==> config.mk <==
export PLATFORM = sky130hd
export DESIGN_NAME = bus_arbiter
export DESIGN_NICKNAME = d
export VERILOG_FILES = /design/src/rtl/bus_pkg.sv /design/src/rtl/bus_addr_decode.sv /design/src/rtl/bus_arbiter.sv
export SDC_FILE = /design/constraint.sdc
export NUM_CORES = 1
export LEC_CHECK = 0
export ABC_AREA = 1
export CORE_AREA = 2 2 134 136
export CTS_BUF_LIST = sky130_fd_sc_hd__clkbuf_4
export DETAILED_ROUTE_END_ITERATION = 8
export DIE_AREA = 0 0 136 138
export PLACE_DENSITY = 0.66
export RECOVER_POWER = 25
export SETUP_SLACK_MARGIN = 0.4
export SYNTH_ARGS = -nofsm -noshare
export SYNTH_HDL_FRONTEND = slang
export SYNTH_SLANG_ARGS = --single-unit
export TNS_END_PERCENT = 100
==> constraint.sdc <==
create_clock -name clk -period 3.6 [get_ports clk]
set_input_delay 0.72 -clock clk [delete_from_list [all_inputs] [get_ports clk]]
set_output_delay 0.72 -clock clk [all_outputs]
set_load 0.02 [all_outputs]
==> src/rtl/bus_pkg.sv <==
// Shared types and address-map constants for the system bus arbiter and its address decoder.
package bus_pkg;

  typedef enum logic [1:0] {
    IDLE   = 2'd0,
    ACCESS = 2'd1,
    RESP   = 2'd2
  } bus_state_e;

  typedef enum logic [1:0] {
    TGT_MEM  = 2'd0,
    TGT_GPIO = 2'd1,
    TGT_ERR  = 2'd2
  } bus_tgt_e;

  // Upper address bits identifying the 8KB memory and the 4KB GPIO page.
  localparam logic [18:0] MEM_BASE_HI = 19'h0;
  localparam logic [19:0] GPIO_PAGE   = 20'hFFFF2;

  typedef struct packed {
    logic        we;
    logic [31:0] addr;
    logic [31:0] wdata;
    logic [3:0]  be;
  } bus_cmd_t;

endpackage

==> src/rtl/bus_addr_decode.sv <==
// Combinational address decoder: maps a byte address to memory, GPIO or the error target.
module bus_addr_decode
  import bus_pkg::*;
(
  input  logic [31:0] addr_i,
  output bus_tgt_e    tgt_o
);

  // Low page-offset bits never affect the target.
  logic unused_offset;
  assign unused_offset = ^addr_i[11:0];

  always_comb begin
    tgt_o = TGT_ERR;
    if (addr_i[31:13] == MEM_BASE_HI) begin
      tgt_o = TGT_MEM;
    end else if (addr_i[31:12] == GPIO_PAGE) begin
      tgt_o = TGT_GPIO;
    end
  end

endmodule

==> src/rtl/bus_arbiter.sv <==
// Two-master round-robin arbiter and three-phase (grant/access/response) bus sequencer.
module bus_arbiter
  import bus_pkg::*;
(
  input  logic        clk,
  input  logic        reset,
  input  logic        m0_req,
  input  logic        m0_we,
  input  logic [31:0] m0_addr,
  input  logic [31:0] m0_wdata,
  input  logic [3:0]  m0_be,
  input  logic        m1_req,
  input  logic        m1_we,
  input  logic [31:0] m1_addr,
  input  logic [31:0] m1_wdata,
  input  logic [3:0]  m1_be,
  output logic        m0_gnt,
  output logic        m1_gnt,
  output logic        m0_rvalid,
  output logic        m1_rvalid,
  output logic [31:0] m0_rdata,
  output logic [31:0] m1_rdata,
  output logic        m0_err,
  output logic        m1_err,
  output logic        cs_mem,
  output logic        cs_gpio,
  output logic        s_we,
  output logic [31:0] s_addr,
  output logic [31:0] s_wdata,
  output logic [3:0]  s_be,
  input  logic [31:0] mem_rdata,
  input  logic [31:0] gpio_rdata
);

  bus_state_e state_q, state_d;
  logic       last_grant_q, last_grant_d;
  logic       owner_q, owner_d;
  bus_cmd_t   cmd_q, cmd_d;
  bus_tgt_e   tgt;

  logic        in_access;
  logic        in_resp;
  logic [31:0] rsp_rdata;
  logic        rsp_err;

  bus_addr_decode u_decode (
    .addr_i (cmd_q.addr),
    .tgt_o  (tgt)
  );

  assign in_access = (state_q == ACCESS);
  assign in_resp   = (state_q == RESP);

  // On a tie the master that did not win last time takes the bus.
  always_comb begin
    m0_gnt = 1'b0;
    m1_gnt = 1'b0;
    if ((state_q == IDLE) && !reset) begin
      if (m0_req && m1_req) begin
        if (last_grant_q) begin
          m0_gnt = 1'b1;
        end else begin
          m1_gnt = 1'b1;
        end
      end else if (m0_req) begin
        m0_gnt = 1'b1;
      end else if (m1_req) begin
        m1_gnt = 1'b1;
      end
    end
  end

  always_comb begin
    state_d      = state_q;
    last_grant_d = last_grant_q;
    owner_d      = owner_q;
    cmd_d        = cmd_q;
    unique case (state_q)
      IDLE: begin
        if (m0_gnt) begin
          state_d      = ACCESS;
          last_grant_d = 1'b0;
          owner_d      = 1'b0;
          cmd_d        = '{we: m0_we, addr: m0_addr, wdata: m0_wdata, be: m0_be};
        end else if (m1_gnt) begin
          state_d      = ACCESS;
          last_grant_d = 1'b1;
          owner_d      = 1'b1;
          cmd_d        = '{we: m1_we, addr: m1_addr, wdata: m1_wdata, be: m1_be};
        end
      end
      ACCESS:  state_d = RESP;
      RESP:    state_d = IDLE;
      default: state_d = IDLE;
    endcase
  end

  always_ff @(posedge clk) begin
    if (reset) begin
      state_q      <= IDLE;
      last_grant_q <= 1'b1;
      owner_q      <= 1'b0;
      cmd_q        <= '0;
    end else begin
      state_q      <= state_d;
      last_grant_q <= last_grant_d;
      owner_q      <= owner_d;
      cmd_q        <= cmd_d;
    end
  end

  // Slave command is only driven while a mapped target is selected.
  always_comb begin
    cs_mem  = in_access && (tgt == TGT_MEM);
    cs_gpio = in_access && (tgt == TGT_GPIO);
    s_we    = 1'b0;
    s_addr  = '0;
    s_wdata = '0;
    s_be    = '0;
    if (cs_mem || cs_gpio) begin
      s_we    = cmd_q.we;
      s_addr  = cmd_q.addr;
      s_wdata = cmd_q.wdata;
      s_be    = cmd_q.be;
    end
  end

  always_comb begin
    rsp_rdata = '0;
    rsp_err   = 1'b0;
    unique case (tgt)
      TGT_MEM:  rsp_rdata = cmd_q.we ? 32'h0 : mem_rdata;
      TGT_GPIO: rsp_rdata = cmd_q.we ? 32'h0 : gpio_rdata;
      default:  rsp_err   = 1'b1;
    endcase
  end

  always_comb begin
    m0_rvalid = in_resp && !owner_q;
    m1_rvalid = in_resp && owner_q;
    m0_rdata  = m0_rvalid ? rsp_rdata : 32'h0;
    m1_rdata  = m1_rvalid ? rsp_rdata : 32'h0;
    m0_err    = m0_rvalid && rsp_err;
    m1_err    = m1_rvalid && rsp_err;
  end

endmodule

==> results.toml <==
[run_status]
status = "finished, violations left"
violations = "max-capacitance violations, max-slew violations"

[power_and_ir_drop]
pwr-share-seq_pct = 45.4
clkPwrFrac_pct = 21.3
p_int_mw = 1.40
p_per_area_nw_per_um2 = 242
p_comb_share_pct = 33.3
switchingPower_mw = 0.704
p_leak_nw = 4.29
peakVddDrop_v = 0.000160
p_sw_share_pct = 33.5

[cells_and_area]
syn_to_final_growth_pct = 84.8
fill_cells = 1820
final_nets = 1321
layout-drive-gt1-share_pct = 5.63
final_cell_area_sq_um = 8660

[synthesis]
syn-cell-area_sq_um = 4690
ys_async_sr_fraction_pct = 0
synthTopCellsByArea = "dfxtp_1 31%, nor2_1 12%, a21oi_1 11%, nand2_1 10%, inv_1 7.8%"
ys_ff_latch = 73
yosysSeqAreaShare_pct = 31.2
synth_top_area_share_pct = 31.2
synth-edff-count = 0
synth.avg_cell_area_sq_um = 5.91
ys_warn_count = 0
ys_types = 24
ys.flop_type = "dfxtp_1"
synth_area_leader_cell = "dfxtp_1"
synth_cells = 793

[timing]
rsz0062_at_grt = "true"
fin_crit_sh_pct = 89.5
fin_tns_setup_ps = 0
drv_slew = 71
hold_viol_final = 0
tightest_slew_ps = 1590
setup_ws_ps = 378
timing.fmax_ghz = 0.310
fin_hold_ws_ps = 503
finalClockSkew_ps = 18.9
relSlewSlack_pct = -6.22
fin_crit_ps = 3220
setup_viol_count_final = 0

[worst_setup_path]
crit_end = "s_wdata[3]"
reg2reg_from = "state_q[0]$_SDFFE_PP0P_"
critPathSlowestCell = "clkdlybuf4s50_1"
critPathKind = "flop to output pin"
arrival_ps = 2500
crit_chain = "nand2_1 > nor2_1 > nand2_1 > nor2_4 > nand2_4 > nand2_4 > nand2_8 > nor2_1 > clkdlybuf4s50_1"
path_max_fanout = 25
cp-end-kind = "output pin"
cp_slowest_stage_delay_ps = 610
worstReg2RegEnd = "cmd_q[43]$_SDFFE_PP0P_"
startpoint = "cmd_q[56]$_SDFFE_PP0P_"
reg2reg_depth = 7
startpoint_type = "flop"
r2r_slack_ps = 1110
required_ps = 2880

[clocking]
numCtsBuffers = 9
htreeDepth = 3
clk_latency_ps = 430
hold_buffers = 0
cts_buffer_depth = 2
cts_tree = "done"
numClockSinks = 73
clock-root-buffer = "clkbuf_4"
cts.clk_slew.worst_paths_ps = 120

[routing]
num_vias = 6342
via_per_inst = 4.69
dr.pass1.iters = 4
drcViolationCount = 0
routed_wl_um = 20200
final_antenna_net_count = 0
drt_iter0_drc = 201
wire_per_inst_um = 14.9

[placement]
portBuffers = 344
place_ws_ps = 530
hpwlAfterDp_um = 14000
place.gp.congestion = 0.795
post_dp_cell_area_sq_um = 8240

[die]
die_w_um = 136
fp.dieArea_sq_um = 18800
boundaryPins = 347
die_h_um = 138
core_sq_um = 17500
rows = 49
start_util_pct = 26.7

[run]
drv_cap = 1

[global_routing]
grt.overflow.total = 0
grt_pass1_vias = 6082
grt_max_degree = 71
grt_use_total_pct = 20.2
grt_pass1_wl_um = 30600
antenna_found_initial = 3

[min_path]
min_path_type = "flop to flop"
[synthesized netlist by cell type (4+ instances only)]
master	n
nand4_1	35
dfxtp_1	73
nor2_1	146
buf_4	9
inv_1	97
buf_1	7
clkbuf_1	26
o21ai_0	69
a21oi_1	103
nor3_1	34
buf_6	4
buf_2	18
nand3_1	33
nand2_1	125
[power groups by stage]
stage	Combinational [mW]	Sequential [mW]	Clock, mW
2_1_floorplan	0.349	0.954	0
3_3_place_gp	0.663	0.967	0
3_5_place_dp	0.667	0.970	0
4_1_cts	0.682	0.954	0.467
5_1_grt	0.784	0.966	0.510
6_report	0.699	0.954	0.447
[what timing repair did]
action | 4_1_cts | 5_1_grt
gates resized for setup | 41 | 60
cloned | 2 | 3
buffers inserted | 7 | 6
setup endpoints to repair | 114 | 121
pin swaps | 0 | 2
[state kept, by name (all words and copies together), names as in the netlist]
| register | cells |
|---|---|
| last_grant_q | 1 |
| state_q | 2 |
| owner_q | 1 |
| cmd_q | 69 |
[cells in the final DEF, fill, tap and decap left out, types with 26 or more instances in the layout]
cell type,n
inv_1,92
nor2_1,145
nor3_1,33
nand3_1,33
clkdlybuf4s50_1,264
a21oi_1,103
dlymetal6s2s_1,50
o21ai_0,69
dlygate4sd2_1,26
dfxtp_1,73
nand4_1,35
nand2_1,125
[per-layer routing]
metal  GRT usage (%)  share of wire (%)  vias up
li1                -                  -     3195
met4            6.80                2.4        0
met5               0                  0        -
met3            5.06                8.2       28
met2            38.4                 51      239
met1            21.3                 38     2880
[worst max-delay path: cells and delay by family (launching register included)]
family,cells,cell delay [ps]
DFF,1,400
and+or+nand+nor,8,1060
buffers and inverters,1,610
[cells by family (layout without fill, tap and decap cells)]
logic type	count (synthesis)	count (layout)	synth area share (%)
buffers and inverters	163	488	14.9
other	1	5	0.0800
AO/OA/AOI/OAI	175	175	18.8
flip-flops	73	73	31.2
AND/OR/NAND/NOR	381	382	35.0
[worst min-delay path by stage]
| stage | start | to | slack (ps) | cells past startpoint |
|---|---|---|---|---|
| after floorplan | owner_q$_SDFFE_PP0P_ | owner_q$_SDFFE_PP0P_ | 450 | 2 |
| after global placement | owner_q$_SDFFE_PP0P_ | owner_q$_SDFFE_PP0P_ | 470 | 2 |
| after detailed placement | owner_q$_SDFFE_PP0P_ | owner_q$_SDFFE_PP0P_ | 480 | 2 |
| after CTS | cmd_q[15]$_SDFFE_PP0P_ | cmd_q[15]$_SDFFE_PP0P_ | 510 | 2 |
| after global routing | cmd_q[15]$_SDFFE_PP0P_ | cmd_q[15]$_SDFFE_PP0P_ | 520 | 2 |
| final | cmd_q[15]$_SDFFE_PP0P_ | cmd_q[15]$_SDFFE_PP0P_ | 500 | 2 |
[stage by stage]
stage	util [%]	instances	power, mW
floorplan	-	794	1.30
global placement	47.0	1315	1.63
detailed placement	47.0	1315	1.64
CTS	48.1	1340	2.10
global route	49.4	1352	2.26
finish	49.4	1352	2.10
[area by class of cell]
type                            instances  area [sq um]  share of cell area (%)
Clock inverter                          6          35.0                   0.405
Antenna cell                            3          7.51                  0.0867
Timing Repair inverter                  4          25.0                   0.289
Inverter                               99           383                    4.42
Timing Repair Buffer                  369          3790                    43.7
Tap cell                              229           287                    3.31
Clock buffer                           10          75.1                   0.867
Multi-Input combinational cell        559          2600                    30.0
Sequential cell                        73          1460                    16.9
Power figures use the tool's default switching activity.
